==> config.mk <==
export PLATFORM = sky130hd
export DESIGN_NAME = arp_rx
export DESIGN_NICKNAME = d
export VERILOG_FILES = /design/src/rtl/arp_rx.sv
export SDC_FILE = /design/constraint.sdc
export NUM_CORES = 1
export LEC_CHECK = 0
export CORE_ASPECT_RATIO = 1.75
export CORE_MARGIN = 2
export CORE_UTILIZATION = 45
export DETAILED_ROUTE_END_ITERATION = 7
export GPL_TIMING_DRIVEN = 0
export PLACE_DENSITY = 0.67
export SETUP_SLACK_MARGIN = 0.3
export SLEW_MARGIN = 20
export SYNTH_ARGS = -nofsm -noshare
export SYNTH_HDL_FRONTEND = slang
export SYNTH_SLANG_ARGS = --single-unit
==> constraint.sdc <==
create_clock -name mac_gmii_rx_clk -period 4.2 [get_ports mac_gmii_rx_clk]
set_input_delay 1.26 -clock mac_gmii_rx_clk [delete_from_list [all_inputs] [get_ports mac_gmii_rx_clk]]
set_output_delay 1.26 -clock mac_gmii_rx_clk [all_outputs]
set_load 0.01 [all_outputs]
==> src/rtl/arp_rx.sv <==
// ARP body parser on the GMII RX clock: captures the 28-byte ARP body,
// checks the fixed fields and target IP, and reports request/reply/drop.
module arp_rx #(
    parameter int ARP_LEN   = 28,
    parameter bit CHECK_TPA = 1'b1
) (
    input  logic        mac_gmii_rx_clk,
    input  logic        mac_gmii_rx_rstn,
    input  logic [7:0]  mac_gmii_rxd,
    input  logic        mac_gmii_rx_dv,
    input  logic        mac_gmii_rx_er,
    input  logic        eth_type_arp_valid,
    input  logic [31:0] local_ip_addr,
    output logic        arp_req_valid,
    output logic        arp_rep_valid,
    output logic        arp_drop,
    output logic [47:0] arp_sha,
    output logic [31:0] arp_spa
);

    localparam int CW = $clog2(ARP_LEN + 1);

    typedef enum logic [1:0] {IDLE, BODY, TAIL} state_e;

    state_e        state_q, state_d;
    logic [CW-1:0] cnt_q, cnt_d;
    logic          err_q, err_d;
    logic          req_q, req_d;
    logic          rep_q, rep_d;
    logic          drop_q, drop_d;
    logic [47:0]   sha_q, sha_d;
    logic [31:0]   spa_q, spa_d;
    logic [7:0]    body_q [ARP_LEN];

    logic          start;
    logic          store;
    logic [CW-1:0] idx;
    logic [15:0]   htype, ptype, oper;
    logic [47:0]   sha;
    logic [31:0]   spa, tpa;
    logic          is_req, is_rep, fields_ok, tpa_ok;
    logic          unused_tha;

    assign start = eth_type_arp_valid && mac_gmii_rx_dv && !mac_gmii_rx_er;
    assign store = (state_q == IDLE && start) ||
                   (state_q == BODY && mac_gmii_rx_dv);
    assign idx   = (state_q == IDLE) ? '0 : cnt_q;

    assign htype = {body_q[0], body_q[1]};
    assign ptype = {body_q[2], body_q[3]};
    assign oper  = {body_q[6], body_q[7]};
    assign sha   = {body_q[8], body_q[9], body_q[10],
                    body_q[11], body_q[12], body_q[13]};
    assign spa   = {body_q[14], body_q[15], body_q[16], body_q[17]};
    assign tpa   = {body_q[24], body_q[25], body_q[26], body_q[27]};

    assign unused_tha = ^{body_q[18], body_q[19], body_q[20],
                          body_q[21], body_q[22], body_q[23]};

    assign is_req    = (oper == 16'd1);
    assign is_rep    = (oper == 16'd2);
    assign tpa_ok    = !CHECK_TPA || (tpa == local_ip_addr);
    assign fields_ok = (htype == 16'h0001) && (ptype == 16'h0800) &&
                       (body_q[4] == 8'd6) && (body_q[5] == 8'd4) &&
                       (is_req || is_rep) && tpa_ok;

    always_ff @(posedge mac_gmii_rx_clk) begin
        if (!mac_gmii_rx_rstn) begin
            state_q <= IDLE;
            cnt_q   <= '0;
            err_q   <= 1'b0;
            req_q   <= 1'b0;
            rep_q   <= 1'b0;
            drop_q  <= 1'b0;
            sha_q   <= '0;
            spa_q   <= '0;
        end else begin
            state_q <= state_d;
            cnt_q   <= cnt_d;
            err_q   <= err_d;
            req_q   <= req_d;
            rep_q   <= rep_d;
            drop_q  <= drop_d;
            sha_q   <= sha_d;
            spa_q   <= spa_d;
        end
    end

    always_ff @(posedge mac_gmii_rx_clk) begin
        if (store) begin
            body_q[idx] <= mac_gmii_rxd;
        end
    end

    always_comb begin
        state_d = state_q;
        cnt_d   = cnt_q;
        err_d   = err_q;
        unique case (state_q)
            IDLE: begin
                if (start) begin
                    state_d = BODY;
                    cnt_d   = CW'(1);
                    err_d   = 1'b0;
                end
            end
            BODY: begin
                if (!mac_gmii_rx_dv) begin
                    state_d = IDLE;
                    cnt_d   = '0;
                end else begin
                    cnt_d = cnt_q + 1'b1;
                    if (mac_gmii_rx_er) begin
                        err_d = 1'b1;
                    end
                    if (cnt_q == CW'(ARP_LEN - 1)) begin
                        state_d = TAIL;
                    end
                end
            end
            TAIL: begin
                if (!mac_gmii_rx_dv) begin
                    state_d = IDLE;
                    cnt_d   = '0;
                end else if (mac_gmii_rx_er) begin
                    err_d = 1'b1;
                end
            end
            default: begin
                state_d = IDLE;
                cnt_d   = '0;
            end
        endcase
    end

    // Verdict is registered on the edge that first samples rx_dv low.
    always_comb begin
        req_d  = 1'b0;
        rep_d  = 1'b0;
        drop_d = 1'b0;
        sha_d  = sha_q;
        spa_d  = spa_q;
        if (state_q == BODY && !mac_gmii_rx_dv) begin
            drop_d = 1'b1;
        end else if (state_q == TAIL && !mac_gmii_rx_dv) begin
            if (fields_ok && !err_q) begin
                req_d = is_req;
                rep_d = is_rep;
                sha_d = sha;
                spa_d = spa;
            end else begin
                drop_d = 1'b1;
            end
        end
    end

    assign arp_req_valid = req_q;
    assign arp_rep_valid = rep_q;
    assign arp_drop      = drop_q;
    assign arp_sha       = sha_q;
    assign arp_spa       = spa_q;

endmodule

==> results.json, run 1 <==
{
  "synth_edf_count": 176,
  "grt_pass1_vias": 6049,
  "drv_slew": 0,
  "hold_viol": 0,
  "synth_fa_ha_area_share_pct": 0.5052,
  "layout_common_cells": "nand2_1 (177), edfxtp_1 (176), clkdlybuf4s50_1 (117), dfxtp_1 (91), mux2i_1 (82)",
  "placed_cell_area_um2": 11500,
  "insertedDiodeCount": 0,
  "clkTransAtPathRegs_ns": 0.06,
  "fill_cells": 1754,
  "worst-path-max-fanout": 8,
  "total_power_mw": 5.148,
  "cellLeakagePower_nw": 3.974,
  "core-area_um2": 21590,
  "num_vias": 5861,
  "yosysSeqAreaShare_pct": 71.74,
  "fin_crit_sh_pct": 81.43,
  "synth_compound_area_share_pct": 0.6820,
  "finClkSkew_ns": 0.01270,
  "cts_tree": "done",
  "wire_per_inst_um": 18.13,
  "die_w_um": 116.2,
  "tightest_slew_ns": 1.078,
  "fin_area_um2": 12260,
  "cts_max_level": 1,
  "die-area_um2": 23270,
  "period_needed_ns": 3.420,
  "switchingPower_mw": 1.040,
  "syn_inst": 715,
  "initial_core_util_pct": 45.89,
  "std_cell_rows": 71,
  "cts-root-buf": "clkbuf_16",
  "grt_use_total_pct": 18.69,
  "hold_class": "flop to flop",
  "final-setup-viol-count": 0,
  "cts.path.max_buffers": 3,
  "wl_mm": 21.32,
  "cts_sinks": 267,
  "drive_above_1_share_pct": 6.448,
  "synthFlopType": "edfxtp_1",
  "cts_resized": 0,
  "areaGrowthSynthToFinish_pct": 23.72,
  "cp.arrival_ns": 3.54,
  "start_kind": "input port",
  "antenna_found_initial": 0,
  "ir_worst_vdd_uv": 339.0,
  "power_frac_comb_pct": 3.7,
  "end_kind": "flop",
  "final_nets": 915,
  "slew_headroom_pct": 27.60,
  "postCtsSetupBuffers": 0,
  "ys_types": 37,
  "ys_warn_count": 0,
  "portBuffers": 125,
  "power.internal_mw": 4.108,
  "drtIter0Drc": 314,
  "synth_xor_area_share_pct": 3.183,
  "ant_nets": 0,
  "synth_top_family_by_area": "simple AND/OR/NAND/NOR gates",
  "setup-tns-final_ns": 0,
  "netSwitchingFraction_pct": 20.19,
  "final_common_cell": "nand2_1",
  "grt_max_degree": 23,
  "powerDensity_nw_per_um2": 420.0,
  "dr.pass1.iters": 5,
  "die_h_um": 200.3,
  "syn_nets": 764,
  "max_freq_mhz": 292.4,
  "synth-seq-cells": 267,
  "avgSynthCellArea_um2": 13.86,
  "numCtsBuffers": 24,
  "rsz0062_at_grt": "false",
  "io_pins": 128,
  "clk_latency_ns": 0.51,
  "synth_area_um2": 9907,
  "via_per_inst": 4.984,
  "synthMuxAreaShare_pct": 8.285,
  "critPathKind": "input port to flop",
  "required_ns": 4.32,
  "status": "complete, no violations",
  "postSynth.asyncResetShare_pct": 0,
  "grt-ovfl-total": 0,
  "synth_simple_gate_area_share_pct": 12.93,
  "power_frac_seq_pct": 54.7,
  "drc": 0,
  "hpwlAfterDp_mm": 14.33,
  "grt_pass1_wl_mm": 33.02,
  "clkPwrFrac_pct": 41.6,
  "maxCapViolCount": 0,
  "ctsHoldBuffers": 0,
  "place_congestion": 0.8237
}
-- cell type report --
class / instances / area (um^2) / share of cell area (%)
Sequential cell: 267 / 7107 / 57.98
Multi-Input combinational cell: 414 / 2540 / 20.72
Timing Repair Buffer: 125 / 1211 / 9.882
Clock buffer: 34 / 669.4 / 5.461
Tap cell: 292 / 365.4 / 2.981
Buffer: 31 / 254.0 / 2.072
Clock inverter: 10 / 98.84 / 0.8064
Inverter: 3 / 11.26 / 0.09187
-- state kept, by name, summed over array words and instances, names as in the netlist --
| signal | flops |
|---|---|
| state_q | 2 |
| arp_spa | 32 |
| err_q | 1 |
| arp_sha | 48 |
| arp_rep_valid | 1 |
| cnt_q | 5 |
| arp_drop | 1 |
| body_q | 176 |
| arp_req_valid | 1 |
-- cell families after synthesis --
group | after synthesis
AO/OA/AOI/OAI | 10
XOR/XNOR | 36
adder cells (fa/ha/maj) | 4
buffers and inverters | 34
flip-flops | 267
multiplexers | 82
AND/OR/NAND/NOR | 282
-- path summary, 6_finish.rpt --
path                            depth (start not counted)                     start  slack [ns]                       end
worst max-delay path                                    6            mac_gmii_rx_er        0.78    body_q[6][3]$_DFFE_PP_
worst min-delay path                                    2  arp_spa[21]$_SDFFE_PN0P_        0.45  arp_spa[21]$_SDFFE_PN0P_
worst max register to register                          7   state_q[1]$_SDFFE_PN0P_        1.42    body_q[6][3]$_DFFE_PP_
worst min register to register                          2  arp_spa[21]$_SDFFE_PN0P_        0.45  arp_spa[21]$_SDFFE_PN0P_
-- metal layers --
layer | routed length, um | track usage (%) | up-vias
met5 | 0 | 0 | -
met4 | 450 | 5.060 | 0
met3 | 1004 | 2.057 | 41
met2 | 11940 | 35.76 | 161
met1 | 7926 | 21.49 | 2822
li1 | - | - | 2837
-- synth_stat cells, types with 4 or more instances --
cell	number	area, um^2
dfxtp_1	91	1822
xor2_1	34	297.8
buf_12	8	160.2
nor2b_1	5	31.28
edfxtp_1	176	5285
nand4_1	6	37.54
nor4_1	26	162.7
nand3_1	5	25.02
clkbuf_1	22	82.58
mux2i_1	82	820.8
ha_1	4	50.05
nand2_1	177	664.4
nor2_1	34	127.6
nor3_1	4	20.02
-- power by group through the flow --
stage	sequential (mW)	combinational, mW	clock (mW)
floorplan	2.87	0.0879	0
global placement	2.87	0.198	0
detailed placement	2.87	0.196	0
CTS	2.82	0.197	2.17
global route	2.81	0.213	2.27
finish	2.82	0.192	2.14
-- critical path, cell delays in order --
cell and delay (ns):
clkdlybuf4s50_1 0.43, and3b_1 0.24, o21a_1 0.20, nor2b_1 0.25, nand3b_1 0.26, nor3_1 0.89
-- metrics by stage --
step | instances | hold slack, ns | utilization, % | setup slack [ns]
5_1_grt | 1176 | 0.4744 | 56.78 | 0.5894
3_3_place_gp | 1132 | 0.4435 | 53.38 | 0.2744
2_1_floorplan | 715 | 0.4759 | - | 1.139
4_1_cts | 1176 | 0.4584 | 56.82 | 0.7671
6_report | 1176 | 0.4542 | 56.78 | 0.7799
3_5_place_dp | 1132 | 0.4472 | 53.27 | 0.2419
Note: power is estimated with default switching activity, not from simulation.
==> inputs of run 2 (changes only) <==
==> constraint.sdc (replaced) <==
create_clock -name mac_gmii_rx_clk -period 3.4 [get_ports mac_gmii_rx_clk]
set_input_delay 1.02 -clock mac_gmii_rx_clk [delete_from_list [all_inputs] [get_ports mac_gmii_rx_clk]]
set_output_delay 1.02 -clock mac_gmii_rx_clk [all_outputs]
set_load 0.01 [all_outputs]
==> results.json, run 2 (synthesis gave the netlist of run 1 again) <==
{
  "status": "complete, no violations",
  "clkTransAtPathRegs_ns": 0.06,
  "cts_sinks": 267,
  "place_congestion": 0.8237,
  "layout_common_cells": "nand2_1 (177), edfxtp_1 (176), clkdlybuf4s50_1 (117), dfxtp_1 (91), mux2i_1 (82)",
  "start_kind": "input port",
  "drive_above_1_share_pct": 6.787,
  "slew_headroom_pct": 40.60,
  "tightest_slew_ns": 0.8877,
  "cp-startpoint": "mac_gmii_rx_er",
  "areaGrowthSynthToFinish_pct": 23.82,
  "setup_ws_ns": 0.4927,
  "std_cell_rows": 71,
  "rsz0062_at_grt": "false",
  "hold_class": "flop to flop",
  "cp.arrival_ns": 3.05,
  "powerDensity_nw_per_um2": 518.1,
  "hpwlAfterDp_mm": 14.33,
  "max_freq_mhz": 344.0,
  "finClkSkew_ns": 0.01013,
  "fill_cells": 1753,
  "die_h_um": 200.3,
  "drv_slew": 0,
  "die_w_um": 116.2,
  "insertedDiodeCount": 0,
  "grt_pass1_wl_mm": 33.04,
  "wl_mm": 21.29,
  "end_kind": "flop",
  "clk_latency_ns": 0.51,
  "dr.pass1.iters": 4,
  "total_power_mw": 6.355,
  "drc": 0,
  "ctsHoldBuffers": 0,
  "num_vias": 5832,
  "fin_crit_sh_pct": 85.51,
  "via_per_inst": 4.959,
  "grt_max_degree": 23,
  "maxCapViolCount": 0,
  "hold_viol": 0,
  "ant_nets": 0,
  "antenna_found_initial": 0,
  "io_pins": 128,
  "required_ns": 3.54,
  "grt_pass1_vias": 6052,
  "grt-ovfl-total": 0,
  "multi_input_area_um2": 2550,
  "postCtsSetupBuffers": 0,
  "wire_per_inst_um": 18.10,
  "period_needed_ns": 2.907,
  "worst-path-max-fanout": 8,
  "grt_use_total_pct": 18.70,
  "regArea_um2": 7107,
  "final-setup-viol-count": 0,
  "holdCritStartpoint": "arp_spa[21]$_SDFFE_PN0P_",
  "largest_register_ffs": 176,
  "drtIter0Drc": 288,
  "critPathKind": "input port to flop",
  "r2r_start": "body_q[4][5]$_DFFE_PP_",
  "dp_slack_ns": -0.3181,
  "cts_tree": "done",
  "numCtsBuffers": 24,
  "final_common_cell": "nand2_1",
  "cts-root-buf": "clkbuf_16",
  "core-area_um2": 21590,
  "largest-register": "body_q",
  "ir_worst_vdd_uv": 424.0,
  "initial_core_util_pct": 45.89,
  "cellLeakagePower_nw": 3.974,
  "die-area_um2": 23270,
  "final_nets": 915,
  "cts_max_level": 1,
  "portBuffers": 125,
  "cts.path.max_buffers": 3
}
## run 2: cell types whose count changed in the layout (fill, tap and decap cells not counted)
cell / before / now
nor2_1: 34 / 33
nor2_2: 0 / 1
nor2b_1: 5 / 4
nor2b_2: 0 / 1
nor3_1: 3 / 2
nor3_2: 2 / 3
## run 2: through the flow
stage          hold WS [ns]  cells  cell area, um^2  utilization [%]  TNS (ns)
6_report             0.4539   1176            12270            56.82         0
5_1_grt              0.4744   1176            12270            56.82         0
4_1_cts              0.4584   1176            12280            56.87         0
3_5_place_dp         0.4472   1132            11500            53.27    -6.917
3_3_place_gp         0.4435   1132            11520            53.38    -5.411
2_1_floorplan        0.4759    715             9907                -         0
## run 2: cell type report
class                           count  area share (%)
Sequential cell                   267           57.94
Multi-Input combinational cell    414           20.79
Timing Repair Buffer              125           9.873
Clock buffer                       34           5.457
Tap cell                          292           2.978
Buffer                             31           2.071
Clock inverter                     10          0.8058
Inverter                            3         0.09180
## run 2: what timing repair did
action,4_1_cts,5_1_grt
resized for setup,2,2
setup endpoints to repair,16,16
endpoints found under the hold margin,0,0
## run 2: final timing paths
check                        endpoint  slack [ns]  depth (start not counted)
max           body_q[14][4]$_DFFE_PP_        0.49                          6
min          arp_spa[21]$_SDFFE_PN0P_        0.45                          2
max reg2reg  arp_sha[31]$_SDFFE_PN0P_        0.83                          7
min reg2reg  arp_spa[21]$_SDFFE_PN0P_        0.45                          2
## run 2: worst max-delay path, cell delays in order
cell             delay, ns
clkdlybuf4s50_1       0.43
and3b_1               0.24
o21a_1                0.20
nor2b_1               0.25
nand3b_1              0.30
nor2_2                0.59
## run 2: power breakdown
part	internal, mW	switching, mW	total [mW]	leakage [nW]
Combinational	0.0832	0.153	0.236	1.28
Sequential	3.47	0.00942	3.48	2.32
Clock	1.52	1.12	2.64	0.373
Total	5.08	1.28	6.36	3.97
## run 2: metal layers
| metal | GRT usage (%) | part of all wire [%] | vias to the layer above |
|---|---|---|---|
| met1 | 21.49 | 37 | 2795 |
| met4 | 5.060 | 2.0 | 0 |
| met3 | 2.057 | 5.7 | 38 |
| met2 | 35.78 | 56 | 162 |
| li1 | - | - | 2837 |
| met5 | 0 | 0 | - |
==> inputs of run 3 (changes only) <==
--- a/config.mk
+++ b/config.mk
@@ -8,6 +8,7 @@
 export CORE_ASPECT_RATIO = 1.75
 export CORE_MARGIN = 2
 export CORE_UTILIZATION = 45
+export CTS_BUF_LIST = sky130_fd_sc_hd__clkbuf_8
 export DETAILED_ROUTE_END_ITERATION = 7
 export GPL_TIMING_DRIVEN = 0
 export PLACE_DENSITY = 0.67
==> results.json, run 3 (synthesis gave the netlist of run 1 again) <==
{
  "dp_slack_ns": -0.3181,
  "std_cell_rows": 71,
  "maxCapViolCount": 0,
  "cp.arrival_ns": 3.02,
  "initial_core_util_pct": 45.89,
  "cts_tree": "done",
  "final-setup-viol-count": 0,
  "postCtsSetupBuffers": 0,
  "drc": 0,
  "drtIter0Drc": 343,
  "place_congestion": 0.8237,
  "cp_slowest_cell": "nor3_2",
  "io_pins": 128,
  "cts-root-buf": "clkbuf_8",
  "cpPeakStageDelay_ns": 0.58,
  "netSwitchingFraction_pct": 21.12,
  "ant_nets": 0,
  "worst-path-max-fanout": 8,
  "clk_latency_ns": 0.51,
  "numCtsBuffers": 38,
  "largest_register_ffs": 176,
  "setup-tns-final_ns": 0,
  "clkTransAtPathRegs_ns": 0.06,
  "required_ns": 3.54,
  "largest-register": "body_q",
  "layout_common_cells": "nand2_1 (177), edfxtp_1 (176), clkdlybuf4s50_1 (117), dfxtp_1 (91), mux2i_1 (82)",
  "cp_top_family": "simple AND/OR/NAND/NOR gates",
  "insertedDiodeCount": 0,
  "period_needed_ns": 2.877,
  "regArea_um2": 7107,
  "final_common_cell": "nand2_1",
  "grt-ovfl-total": 0,
  "grt_use_total_pct": 18.87,
  "setup_ws_ns": 0.5234,
  "hold_viol": 0,
  "cellLeakagePower_nw": 4.055,
  "switchingPower_mw": 1.324,
  "dr.pass1.iters": 4,
  "num_vias": 5920,
  "wl_mm": 21.33,
  "powerDensity_nw_per_um2": 510.4,
  "antenna_found_initial": 0,
  "tightest_slew_ns": 0.8752,
  "clkPwrFrac_pct": 40.7,
  "die_h_um": 200.3,
  "finClkSkew_ns": 0.02248,
  "fin_crit_sh_pct": 84.61,
  "cts_sinks": 267,
  "fill_cells": 1749,
  "power_frac_seq_pct": 55.5,
  "hold_class": "flop to flop",
  "power.internal_mw": 4.945,
  "grt_pass1_vias": 6192,
  "ir_worst_vdd_uv": 364.7,
  "die-area_um2": 23270,
  "grt_max_degree": 23,
  "via_per_inst": 4.925,
  "crit_buf_inv": 1,
  "areaGrowthSynthToFinish_pct": 23.97,
  "power_frac_comb_pct": 3.8,
  "rsz0062_at_grt": "false",
  "wire_per_inst_um": 17.74,
  "hpwlAfterDp_mm": 14.33,
  "core-area_um2": 21590,
  "slew_headroom_pct": 41.44,
  "cp_cell_sequence": "clkdlybuf4s50_1, and3b_1, o21a_1, nor2b_1, nand3b_1, nor3_2",
  "multi_input_area_um2": 2550,
  "start_kind": "input port",
  "critPathKind": "input port to flop",
  "total_power_mw": 6.268,
  "end_kind": "flop",
  "cts.path.max_buffers": 3,
  "drv_slew": 0,
  "final_nets": 929,
  "cts_max_level": 2,
  "max_freq_mhz": 347.6,
  "grt_pass1_wl_mm": 33.22,
  "die_w_um": 116.2,
  "status": "complete, no violations",
  "portBuffers": 125,
  "drive_above_1_share_pct": 8.791
}
## run 3: cell types whose count changed in the layout (fill, tap and decap cells not counted)
cell       delta
bufinv_16     +1
clkbuf_8     +42
clkbuf_16    -25
clkbuf_1      -8
clkinv_2      +2
inv_1        +14
## run 3: power groups by stage
stage,registers (mW),logic (mW),clock network [mW]
after floorplan,3.55,0.109,0
after global placement,3.55,0.245,0
after detailed placement,3.55,0.242,0
after CTS,3.48,0.244,2.60
after global routing,3.48,0.263,2.73
final,3.48,0.237,2.55
## run 3: final timing paths
check	start	end	slack, ns	cells past startpoint
setup / recovery	mac_gmii_rx_er	body_q[10][7]$_DFFE_PP_	0.52	6
hold / removal	arp_sha[18]$_SDFFE_PN0P_	arp_sha[18]$_SDFFE_PN0P_	0.45	2
setup reg to reg	body_q[5][1]$_DFFE_PP_	arp_spa[10]$_SDFFE_PN0P_	0.83	7
hold reg to reg	arp_sha[18]$_SDFFE_PN0P_	arp_sha[18]$_SDFFE_PN0P_	0.45	2
## run 3: area by class of cell
type                       instances  area share (%)
buffer                            31           2.068
clock buffer                      43           4.819
clock inverter                    27           1.559
inverter                           3         0.09169
multi-input combinational        414           20.76
sequential                       267           57.86
tap                              292           2.975
timing repair buffer             125           9.861
## run 3: timing repair
action / CTS / global route
endpoints found under the setup margin: 16 / 16
pin swaps: 0 / 0
resized for setup: 2 / 2
hold buffers: 0 / 0
## run 3: worst reg2reg max path: stages (launching register included)
cell and delay (ns):
edfxtp_1 0.36, nor4bb_1 0.34, nand4_1 0.30, or4b_1 0.60, nor4_2 0.24, buf_6 0.28
buf_12 0.18, mux2i_1 0.20
## run 3: metrics by stage
stage	util (%)	std cells	cell area (um^2)	hold slack (ns)
after floorplan	-	715	9907	0.4759
after global placement	53.38	1132	11520	0.4435
after detailed placement	53.27	1132	11500	0.4472
after CTS	56.94	1202	12290	0.4579
after global routing	56.89	1202	12280	0.4749
final	56.89	1202	12280	0.4533
## run 3: per-layer routing
layer | vias up | global-route usage [%] | share of wire [%]
li1 | 2883 | - | -
met1 | 2841 | 21.14 | 37
met2 | 160 | 35.92 | 56
met3 | 36 | 2.663 | 4.6
met4 | 0 | 5.782 | 1.9
met5 | - | 0 | 0
